$ cat src/rtl/cvxif_copro_responder.sv
// CV-X-IF coprocessor responder: custom-0 ADD/XOR issued into an in-order pending queue, executed once committed.
// Optional MUL (funct3=2) with registered multiplier is built when CVXIF_RESP_MUL_EN is defined.
module cvxif_copro_responder #(
    parameter int XLEN     = 32,
    parameter int ID_WIDTH = 3,
    parameter int DEPTH    = 4,
    parameter int MUL_LAT  = 3
) (
    input  logic                clk_i,
    input  logic                rst_i,
    input  logic                issue_valid_i,
    output logic                issue_ready_o,
    input  logic [31:0]         issue_instr_i,
    input  logic [XLEN-1:0]     issue_rs1_i,
    input  logic [XLEN-1:0]     issue_rs2_i,
    input  logic [ID_WIDTH-1:0] issue_id_i,
    output logic                issue_accept_o,
    output logic                issue_writeback_o,
    input  logic                commit_valid_i,
    input  logic [ID_WIDTH-1:0] commit_id_i,
    input  logic                commit_kill_i,
    output logic                result_valid_o,
    input  logic                result_ready_i,
    output logic [ID_WIDTH-1:0] result_id_o,
    output logic [XLEN-1:0]     result_data_o,
    output logic [4:0]          result_rd_o,
    output logic                result_we_o
);
    // state | meaning
    // IDLE  | waiting for a committed head; silently drops killed heads
    // EXEC  | latency down-counter running on latched operands
    // RESP  | result presented and held until result_ready_i
    localparam int PW = $clog2(DEPTH);
    localparam int CW = (MUL_LAT > 1) ? $clog2(MUL_LAT) : 1;

    typedef enum logic [1:0] {S_IDLE, S_EXEC, S_RESP} state_e;
    typedef enum logic [1:0] {OP_ADD, OP_XOR, OP_MUL} op_e;
    typedef struct packed {
        logic [ID_WIDTH-1:0] id;
        logic [4:0]          rd;
        op_e                 op;
        logic [XLEN-1:0]     rs1;
        logic [XLEN-1:0]     rs2;
        logic                committed;
        logic                killed;
    } entry_t;

    entry_t          q [DEPTH];
    logic [PW-1:0]   head, tail;
    logic [PW:0]     count;
    state_e          state;
    logic [CW-1:0]   cnt;
    op_e             op_r;
    logic [XLEN-1:0] a_r, b_r;
`ifdef CVXIF_RESP_MUL_EN
    logic [XLEN-1:0] mul_r;
`endif

    logic dec_ok;
    op_e  dec_op;
    always_comb begin
        dec_ok = 1'b0;
        dec_op = OP_ADD;
        if (issue_instr_i[6:0] == 7'h0B && issue_instr_i[31:25] == 7'd0) begin
            case (issue_instr_i[14:12])
                3'd0: dec_ok = 1'b1;
                3'd1: begin dec_ok = 1'b1; dec_op = OP_XOR; end
`ifdef CVXIF_RESP_MUL_EN
                3'd2: begin dec_ok = 1'b1; dec_op = OP_MUL; end
`endif
                default: dec_ok = 1'b0;
            endcase
        end
    end

    // register-source fields are not needed: operands arrive on issue_rs*_i
    logic unused_instr_bits;
    assign unused_instr_bits = ^issue_instr_i[24:15];

    logic push, pop, bypass, head_live;
    assign issue_ready_o     = !rst_i && (count != (PW+1)'(DEPTH));
    assign issue_accept_o    = !rst_i && dec_ok;
    assign issue_writeback_o = issue_accept_o;
    assign push      = issue_valid_i && issue_ready_o && dec_ok;
    assign bypass    = commit_valid_i && (commit_id_i == issue_id_i);
    assign head_live = (count != '0);
    assign pop = (state == S_IDLE && head_live && q[head].killed) ||
                 (state == S_RESP && result_ready_i);

    always_ff @(posedge clk_i) begin
        if (rst_i) begin
            state          <= S_IDLE;
            head           <= '0;
            tail           <= '0;
            count          <= '0;
            cnt            <= '0;
            op_r           <= OP_ADD;
            a_r            <= '0;
            b_r            <= '0;
`ifdef CVXIF_RESP_MUL_EN
            mul_r          <= '0;
`endif
            result_valid_o <= 1'b0;
            result_id_o    <= '0;
            result_data_o  <= '0;
            result_rd_o    <= '0;
            result_we_o    <= 1'b0;
        end else begin
            for (int i = 0; i < DEPTH; i++) begin
                if (commit_valid_i && ({1'b0, PW'(i) - head} < count) && q[i].id == commit_id_i) begin
                    if (commit_kill_i) q[i].killed <= 1'b1;
                    else               q[i].committed <= 1'b1;
                end
            end
            // the tail slot is never a live entry when pushing, so this cannot collide with the marking above
            if (push) begin
                q[tail] <= '{id: issue_id_i, rd: issue_instr_i[11:7], op: dec_op,
                             rs1: issue_rs1_i, rs2: issue_rs2_i,
                             committed: bypass && !commit_kill_i, killed: bypass && commit_kill_i};
                tail <= tail + 1'b1;
            end
            if (pop) head <= head + 1'b1;
            if (push && !pop)      count <= count + 1'b1;
            else if (pop && !push) count <= count - 1'b1;

            case (state)
                S_IDLE: begin
                    if (head_live && q[head].committed && !q[head].killed) begin
                        op_r        <= q[head].op;
                        a_r         <= q[head].rs1;
                        b_r         <= q[head].rs2;
                        result_id_o <= q[head].id;
                        result_rd_o <= q[head].rd;
                        cnt         <= (q[head].op == OP_MUL) ? CW'(MUL_LAT - 1) : '0;
`ifdef CVXIF_RESP_MUL_EN
                        mul_r       <= q[head].rs1 * q[head].rs2;
`endif
                        state       <= S_EXEC;
                    end
                end
                S_EXEC: begin
                    if (cnt == '0) begin
                        case (op_r)
                            OP_XOR:  result_data_o <= a_r ^ b_r;
`ifdef CVXIF_RESP_MUL_EN
                            OP_MUL:  result_data_o <= mul_r;
`endif
                            default: result_data_o <= a_r + b_r;
                        endcase
                        result_valid_o <= 1'b1;
                        result_we_o    <= 1'b1;
                        state          <= S_RESP;
                    end else begin
                        cnt <= cnt - 1'b1;
                    end
                end
                S_RESP: begin
                    if (result_ready_i) begin
                        result_valid_o <= 1'b0;
                        result_we_o    <= 1'b0;
                        state          <= S_IDLE;
                    end
                end
                default: state <= S_IDLE;
            endcase
        end
    end
endmodule

$ cat config.mk
export PLATFORM = sky130hd
export DESIGN_NAME = cvxif_copro_responder
export DESIGN_NICKNAME = d
export VERILOG_FILES = /design/src/rtl/cvxif_copro_responder.sv
export SDC_FILE = /design/constraint.sdc
export NUM_CORES = 1
export LEC_CHECK = 0
export ABC_AREA = 0
export ABC_CLOCK_PERIOD_IN_PS = 4250
export BUFFER_PORTS_ARGS = -buffer_cell sky130_fd_sc_hd__buf_2
export CAP_MARGIN = 20
export CORE_ASPECT_RATIO = 0.7
export CORE_MARGIN = 8
export CORE_UTILIZATION = 51
export CTS_CLUSTER_SIZE = 14
export DETAILED_ROUTE_END_ITERATION = 7
export PLACE_DENSITY_LB_ADDON = 0.08
export SLEW_MARGIN = 20
export SYNTH_ARGS = -nofsm -noshare
export SYNTH_HDL_FRONTEND = slang
export SYNTH_SLANG_ARGS = --single-unit
$ cat constraint.sdc
create_clock -name clk_i -period 4.25 [get_ports clk_i]
set_input_delay 0.425 -clock clk_i [delete_from_list [all_inputs] [get_ports clk_i]]
set_output_delay 0.425 -clock clk_i [all_outputs]
set_load 0.1 [all_outputs]
# == Yosys cells after proc, flatten, opt, wreduce, memory -nomap -nowiden ==
# Memory sizes are Yosys's and may differ from the RTL's. A register that Yosys moved wholly into a read port is not among the register bits.
# Cells that the tools add are included.
# totals
reg_bits,118
latchBits,0
ramBits,300
mem_bits_ro,0
in_bits,108
output_inout_bits,45
n_memories,1
# memory_table
memory,words,width,read_ports,rd_clocked_by_memory_dff,write_ports,line,source
q,4,75,5,1,5,48,entry_t q [DEPTH];
# op_classes
addsub,10
mul,0
n_div,0
order_cmp,4
eq_ne,16
shift,0
mux,49
bitwise_logic,1
n_reduce_logical,43
# ops
op,count
$mux W1,35
$add A32 B32 Y32,1
$mux W32,1
$xor A32 B32 Y32,1
$logic_and A1 B1 Y1,23
$mux W2,8
$eq A3 B3 Y1,5
$lt A2 B3 Y1,4
$reduce_and A3 Y1,3
$eq A7 B4 Y1 const B,1
$logic_not A7 Y1,1
$mux W3,2
$ne A2 B2 Y1 const B,3
$pmux W2 S3,1
$reduce_bool A2 Y1,3
$logic_not A1 Y1,5
$add A2 B1 Y2 const B,2
$eq A2 B1 Y1 const B,2
$eq A2 B2 Y1 const B,2
$logic_not A2 Y1,2
$pmux W2 S2,1
$reduce_and A2 Y1,2
$sub A1 B2 Y2 const A,2
$sub A2 B2 Y2 const A,2
11 further kinds,11

# == Longest topological paths before layout ==
# Gate-level depths: netlist of run 1.
# logic_depth
ltp_word,9
depth_mapped,11

# == Least setup slack after synthesis of run 1 ==
# No wires, ideal clock.
# synth_timing
kind,input to output
startpoint,input port issue_instr_i[14]
endpoint,output port issue_writeback_o
t_arrival_ns,4.606
slack_ns,-0.781
path_stages,3
path_buffers,1
cell_sequence,or4_1 -> nor4_1 -> buf_4
# synth_via
elab_chain_len,5
elab_cells_between_ends,6
cone_classes,eq/ne: 1; mux: 2; reduce/logical: 3
# synth_rtl
item,line,source
start: declaration,13,"input logic [31:0] issue_instr_i,"
$eq A3 B1 Y1 or $logic_not A3 Y1 (tied branches),65,case (issue_instr_i[14:12])
$reduce_or A2 Y1 (no line) *,--,
$mux W1 *,65,
$mux W1 *,64,if (issue_instr_i[6:0] == 7'h0B && issue_instr_i[31:25] == 7'd0) begin
$logic_and A1 B1 Y1 *,82,assign issue_accept_o = !rst_i && dec_ok;
end: declaration,18,"output logic issue_writeback_o,"
# Every way passes the cells marked *; elsewhere a longest branch is shown, timed or not.

# == Worst setup path in the final report of run 1 ==
# layout_timing
startpoint,"register b_r[0], read port of q"
endpoint,register result_data_o[30]
# layout_via
elab_chain_len,2
# layout_rtl
item,line,source
start: declaration,54,"logic [XLEN-1:0] a_r, b_r;"
$add A32 B32 Y32,148,default: result_data_o <= a_r + b_r;
$mux W32,143,case (op_r)
end signal: assignment,144,OP_XOR: result_data_o <= a_r ^ b_r;
end signal: assignment,148,
end: declaration,25,"output logic [XLEN-1:0] result_data_o,"
# Every way passes these cells.
# A chain may end at the register's enable or synchronous reset.

==> results of run 1 <==
[worst max-delay path, stage by stage (launching register included)]
cell and delay, ps:
dfxtp_1 350, ha_1 230, fa_1 380, a21o_1 190, a221oi_1 510, o21ba_2 320, nor3_1 80, a211oi_1 290
xor2_1 260, o21ai_0 100
[final timing paths]
| check | startpoint | endpoint | cells past startpoint |
|---|---|---|---|
| worst max-delay path | b_r[0] | result_data_o[30] | 9 |
| worst min-delay path | issue_rs2_i[8] | q[3][10] | 1 |
| worst max register to register | b_r[0] | result_data_o[30] | 9 |
| worst min register to register | result_data_o[19] | result_data_o[19] | 2 |
[routing by layer]
metal	track usage (%)	part of all wire (%)	up-vias
met3	4.54	6.8	52
met4	3.67	1.2	6
met5	0	0.11	-
met2	27.2	41	286
li1	-	-	5055
met1	30.0	51	5174
[stage by stage]
step           setup slack [ps]  hold slack [ps]  utilization [%]  area [sq um]
5_1_grt                    1210             78.5             59.1         19700
2_1_floorplan               371              440                -         17300
4_1_cts                    1400             64.8             59.1         19700
3_3_place_gp               1040              432             55.3         18500
6_report                   1410             92.9             59.1         19700
3_5_place_dp               1010              438             55.3         18500
[cell type report]
| type | count | area share [%] |
|---|---|---|
| sequential | 419 | 57.3 |
| inverter | 20 | 0.380 |
| multi-input combinational | 769 | 28.5 |
| clock inverter | 8 | 0.564 |
| timing repair buffer | 162 | 4.75 |
| clock buffer | 63 | 5.76 |
| tap | 435 | 2.76 |
[cells by family (layout without fill, tap and decap cells)]
logic type	Yosys count	in the layout
multiplexers	79	79
XOR/XNOR	48	48
AO/OA/AOI/OAI	244	244
adder cells (fa/ha/maj)	43	43
flip-flops	419	419
buffers and inverters	87	253
AND/OR/NAND/NOR	355	355
[power groups by stage]
stage | combinational (W) | clock, W | sequential [W]
after floorplan | 0.0000357 | 0 | 0.00445
after global placement | 0.000115 | 0 | 0.00444
after detailed placement | 0.000119 | 0 | 0.00444
after CTS | 0.000120 | 0.00349 | 0.00435
after global routing | 0.000131 | 0.00364 | 0.00435
final | 0.000118 | 0.00341 | 0.00436
[registers in the layout, indices dropped and copies added (netlist names), 3 cells and up, named ones only]
name and flops:
a_r 32, result_data_o 32, result_rd_o 5, count 3, result_id_o 3, q 300, b_r 32
[cells in the final DEF (no fill, tap or decap), types with 4 or more instances in the layout]
| cell type | count |
|---|---|
| ha_1 | 41 |
| clkbuf_1 | 18 |
| or3_1 | 6 |
| xnor2_1 | 28 |
| buf_2 | 141 |
| nand3_1 | 6 |
| nor2_1 | 61 |
| inv_2 | 4 |
| nor4_1 | 5 |
| a221oi_1 | 9 |
| dfxtp_1 | 125 |
| xor2_1 | 20 |
| nor3_1 | 16 |
| nand2_1 | 224 |
| a21oi_1 | 135 |
| o21ai_0 | 44 |
| nor2b_1 | 5 |
| nand4_1 | 13 |
| clkbuf_16 | 40 |
| clkbuf_8 | 5 |
| edfxtp_1 | 292 |
| a31oi_1 | 6 |
| buf_4 | 15 |
| buf_12 | 6 |
| mux2i_1 | 4 |
| a211oi_1 | 10 |
| mux4_2 | 74 |
| inv_1 | 15 |
==> results.json, run 1 <==
{
  "worstPathRequired_ps": 4660,
  "core.rowCount": 56,
  "pwr-share-comb_pct": 1.5,
  "status": "finished clean",
  "end_kind": "flip-flop",
  "ctsResizeCount": 0,
  "cts_tree": "built",
  "yosys.area_share.xor_xnor_pct": 2.43,
  "synth_top_family_by_area": "multiplexers",
  "synthSimpleGateAreaFrac_pct": 8.61,
  "ant_nets": 0,
  "cap_violations": 0,
  "worstSkewPairLatency_ps": 550,
  "ys_ff_latch": 419,
  "die_width_um": 236,
  "seq_area_frac_synth_pct": 65.5,
  "peakVddDrop_v": 0.000307,
  "ctsHoldBuffers": 0,
  "syn2layout_area_growth_pct": 14.3,
  "grt-ovfl-total": 0,
  "die-area_sq_mm": 0.0401,
  "synth-edff-count": 292,
  "ys_top_cells_by_count": "edfxtp_1, nand2_1, a21oi_1",
  "clkPwrFrac_pct": 43.2,
  "instances_no_fill": 1876,
  "rsz0062_at_grt": "no",
  "htree_levels": 2,
  "p_int_w": 0.00636,
  "netlist_area_sq_mm": 0.0173,
  "drive_above_1_share_pct": 21.6,
  "finalMaxSlewViolations": 0,
  "fin_nets": 1562,
  "synth_top_area_cell": "edfxtp_1",
  "clkSlewWorstSetupHoldPaths_ps": 60,
  "pwr-share-seq_pct": 55.3,
  "grtUsageTotal_pct": 19.3,
  "yosys.cell_types.count": 63,
  "synth_compound_area_share_pct": 8.24,
  "cts_setup_buffers": 0,
  "synthAdderAreaFrac_pct": 3.20,
  "fp.dieH_um": 170,
  "hpwl_um": 26200,
  "multiInputGateArea_sq_mm": 0.00562,
  "synth_area_per_cell_sq_um": 13.5,
  "ys_warn_count": 0,
  "clock_sinks": 419,
  "numCtsBuffers": 39,
  "min_period_over_period_pct": 66.8,
  "grt_pass1_wl_um": 60500,
  "ys_top_cells_by_area": "edfxtp_1, dfxtp_1, mux4_2",
  "dr.first_iter.drc_count": 903,
  "fill_cells": 2713,
  "place_congestion": 0.912,
  "max_slew.worst_pin.slew_ps": 1070,
  "io_pins": 153,
  "path_class": "reg -> reg",
  "maxSlewHeadroom_pct": 28.4,
  "drtPass1Iterations": 5,
  "initial_utilization_pct": 51.7,
  "cts_root_buf": "clkbuf_16",
  "vias": 10600,
  "n_antenna_cell": 0,
  "ys.flop_type": "edfxtp_1",
  "grt_start_max_net_pins": 96,
  "seqCellArea_sq_mm": 0.0113,
  "core_sq_mm": 0.0334,
  "antenna_found_initial": 4,
  "synth_nets": 1426,
  "arrival_ps": 3250,
  "leakagePower_nw": 6.59,
  "fmaxAchievable_mhz": 352,
  "dp_cells": 1805,
  "p_total_w": 0.00788,
  "yosysMostFrequentCell": "edfxtp_1",
  "period_needed_ps": 2840,
  "fin_tns_setup_ps": 0,
  "start_kind": "flip-flop",
  "worst-r2r-setup-slack_ps": 1410,
  "drc": 0,
  "cp_max_fo": 4,
  "grt_pass1_vias": 10600,
  "muxShareOfSynthArea_pct": 9.95,
  "worstHoldPathType": "in -> reg",
  "avgRoutedWirePerCell_um": 20.7,
  "setup_viol": 0,
  "avgViaCountPerCell": 5.64,
  "routed_wl_um": 38800,
  "clockBufferDepth": 3,
  "synth-async-reset-ratio_pct": 0,
  "finalHoldViolCount": 0,
  "portBuffers": 142,
  "swShare_pct": 19.2,
  "switching_power_w": 0.00152,
  "skew_ps": 12.4,
  "netlist_instances": 1275,
  "power_density_mw_per_mm2": 399,
  "synth_top_cell_area_share_pct": 50.8
}
No activity file was read; power rests on OpenSTA's default activity.
==> run 2, diff against run 1 <==
Settings changed: ABC_CLOCK_PERIOD_IN_PS 4250 to 2400.
Clock period 4.25 ns to 2.4 ns, I/O delays scaled along.
==> run 2 against run 1 <==
Net effect:
- via count rose by 6.6%
- power rose by 83%
- register-to-register slack got worse by 1400 ps
- the run now ends with setup timing left
- clock-buffer cell count fell by 11
- worst hold slack got worse by 75 ps
- critical endpoint is now result_data_o[24]
==> results.json, run 2 (synthesis results as in run 1) <==
{
  "post-route-util_pct": 65.3,
  "final_common_cell": "edfxtp_1",
  "worst-r2r-setup-slack_ps": -6,
  "fin_tns_setup_ps": -5.93,
  "worstPathRequired_ps": 2820,
  "min_period_over_period_pct": 100,
  "hpwl_um": 28800,
  "fmaxAchievable_mhz": 416,
  "fill_cells": 2513,
  "setup_viol": 1,
  "instances_no_fill": 2044,
  "clock_sinks": 419,
  "htree_levels": 2,
  "top_layer": "met4",
  "clkSlewWorstSetupHoldPaths_ps": 60,
  "ant_nets": 0,
  "crit_family": "compound AO/OA/AOI/OAI gates",
  "path_depth": 9,
  "grt-ovfl-total": 0,
  "cp_max_fo": 3,
  "fin_nets": 1729,
  "worst-r2r-cell-count": 9,
  "hp-start": "result_ready_i",
  "cap_violations": 0,
  "n_antenna_cell": 0,
  "period_needed_ps": 2410,
  "top_register": "q",
  "cts_root_buf": "clkbuf_16",
  "portBuffers": 142,
  "wl_met3_um": 2680,
  "wl_met1_um": 21200,
  "dp_slack_ps": -325,
  "initial_utilization_pct": 51.7,
  "die_width_um": 236,
  "arrival_ps": 2820,
  "cp.buffers_inverters": 0,
  "vias": 11300,
  "grt_pass1_vias": 11200,
  "pwr-share-comb_pct": 2.2,
  "pwr-share-seq_pct": 53.4,
  "dp_cells": 1889,
  "fp.dieH_um": 170,
  "path_class": "reg -> reg",
  "peakVddDrop_v": 0.000590,
  "status": "complete, but fails checks",
  "violations": "setup timing",
  "power_density_mw_per_mm2": 661,
  "swShare_pct": 19.9,
  "skew_ps": 10.9,
  "multiInputGateArea_sq_mm": 0.00602,
  "drive_above_1_share_pct": 29.2,
  "numCtsBuffers": 41,
  "routed_wl_um": 42000,
  "core_sq_mm": 0.0334,
  "max_slew.worst_pin.slew_ps": 935,
  "critPathSlowestCell": "fa_2",
  "cp_slowest_stage_delay_ps": 380,
  "end_kind": "flip-flop",
  "seqCellArea_sq_mm": 0.0113,
  "cp-endpoint": "result_data_o[24]",
  "dr.first_iter.drc_count": 965,
  "drc": 0,
  "switching_power_w": 0.00287,
  "final_cell_mix": "edfxtp_1, nand2_1, buf_2",
  "grt_pass1_wl_um": 65200,
  "met2_length_um": 17500,
  "clockBufferDepth": 3,
  "timing.rr.start": "b_r[0]",
  "r2r-end": "result_data_o[24]",
  "drtPass1Iterations": 5,
  "grtUsageTotal_pct": 20.7,
  "antenna_found_initial": 0,
  "startpoint": "b_r[0]",
  "core.rowCount": 56,
  "clkPwrFrac_pct": 44.4,
  "place_area_sq_mm": 0.0193,
  "maxSlewHeadroom_pct": 37.4,
  "syn2layout_area_growth_pct": 26.4,
  "layout_setup_ws_ps": -5.93,
  "crit_chain": "ha_4, fa_2, a21o_1, a22o_1, a32oi_2, o32ai_2, a21oi_2, xor2_1, o21ai_0",
  "finalHoldViolCount": 0,
  "start_kind": "flip-flop",
  "grt_start_max_net_pins": 76,
  "largest_reg_flops": 300,
  "die-area_sq_mm": 0.0401,
  "rsz0062_at_grt": "yes",
  "avgViaCountPerCell": 5.51,
  "worstHoldPathType": "in -> reg",
  "worstSkewPairLatency_ps": 550,
  "io_pins": 153,
  "place_congestion": 0.854,
  "p_int_w": 0.0116,
  "leakagePower_nw": 7.51,
  "finalMaxSlewViolations": 0,
  "design_area_sq_mm": 0.0218,
  "avgRoutedWirePerCell_um": 20.5,
  "cts_tree": "built"
}
[run 2: cell types whose count changed in the layout (fill, tap and decap cells not counted), moves of 6 or more]
cell	change
clkinv_1	+6
ha_1	-8
ha_4	+8
dfxtp_1	-8
buf_4	+82
dlygate4sd3_1	+73
dfxtp_2	+6
o21ai_1	+6
clkbuf_1	-12
o21ai_0	-7
buf_12	+10
[run 2: repair_timing]
item | 4_1_cts | 5_1_grt
hold endpoints to repair | 296 | 0
resized for setup | 14 | 56
buffers inserted | 2 | 6
endpoints found under the setup margin | 12 | 24
hold buffers | 73 | 0
pin swaps | 8 | 29
[run 2: layout make-up]
type                            instances  area share, %
Clock buffer                           52           5.19
Clock inverter                         22          0.969
Inverter                               20          0.413
Multi-Input combinational cell        769           27.6
Sequential cell                       419           51.9
Tap cell                              435           2.49
Timing Repair Buffer                  327           11.4
[run 2: worst reg2reg max path: stages, from the launching register on]
cell,delay [ps]
dfxtp_2,340
ha_4,160
fa_2,380
a21o_1,210
a22o_1,210
a32oi_2,300
o32ai_2,170
a21oi_2,150
xor2_1,260
o21ai_0,110
[run 2: metrics by stage]
stage / hold slack (ps) / total power [W]
after global placement: 429 / 0.00808
after CTS: 1.52 / 0.0145
after detailed placement: 443 / 0.00809
after global routing: 65.9 / 0.0149
after floorplan: 339 / 0.00794
final: 18.2 / 0.0144
[run 2: how the worst min path moves through the flow]
stage	to	slack, ps	depth (start not counted)
floorplan	q[0][10]	340	0
global placement	result_data_o[17]	430	2
detailed placement	result_data_o[5]	440	2
CTS	state[1]	2	4
global route	state[1]	70	4
finish	state[1]	20	4
[run 2: layer usage]
metal  GRT usage [%]  vias up
met3            3.91       48
met1            32.6     5501
met5               0        -
met4            4.42        0
met2            29.3      338
li1                -     5379
[run 2: power groups by stage]
stage	combinational (W)	clock [W]	sequential (W)
after floorplan	0.0000644	0	0.00787
after global placement	0.000211	0	0.00787
after detailed placement	0.000218	0	0.00787
after CTS	0.000312	0.00651	0.00771
after global routing	0.000341	0.00681	0.00771
final	0.000314	0.00640	0.00771
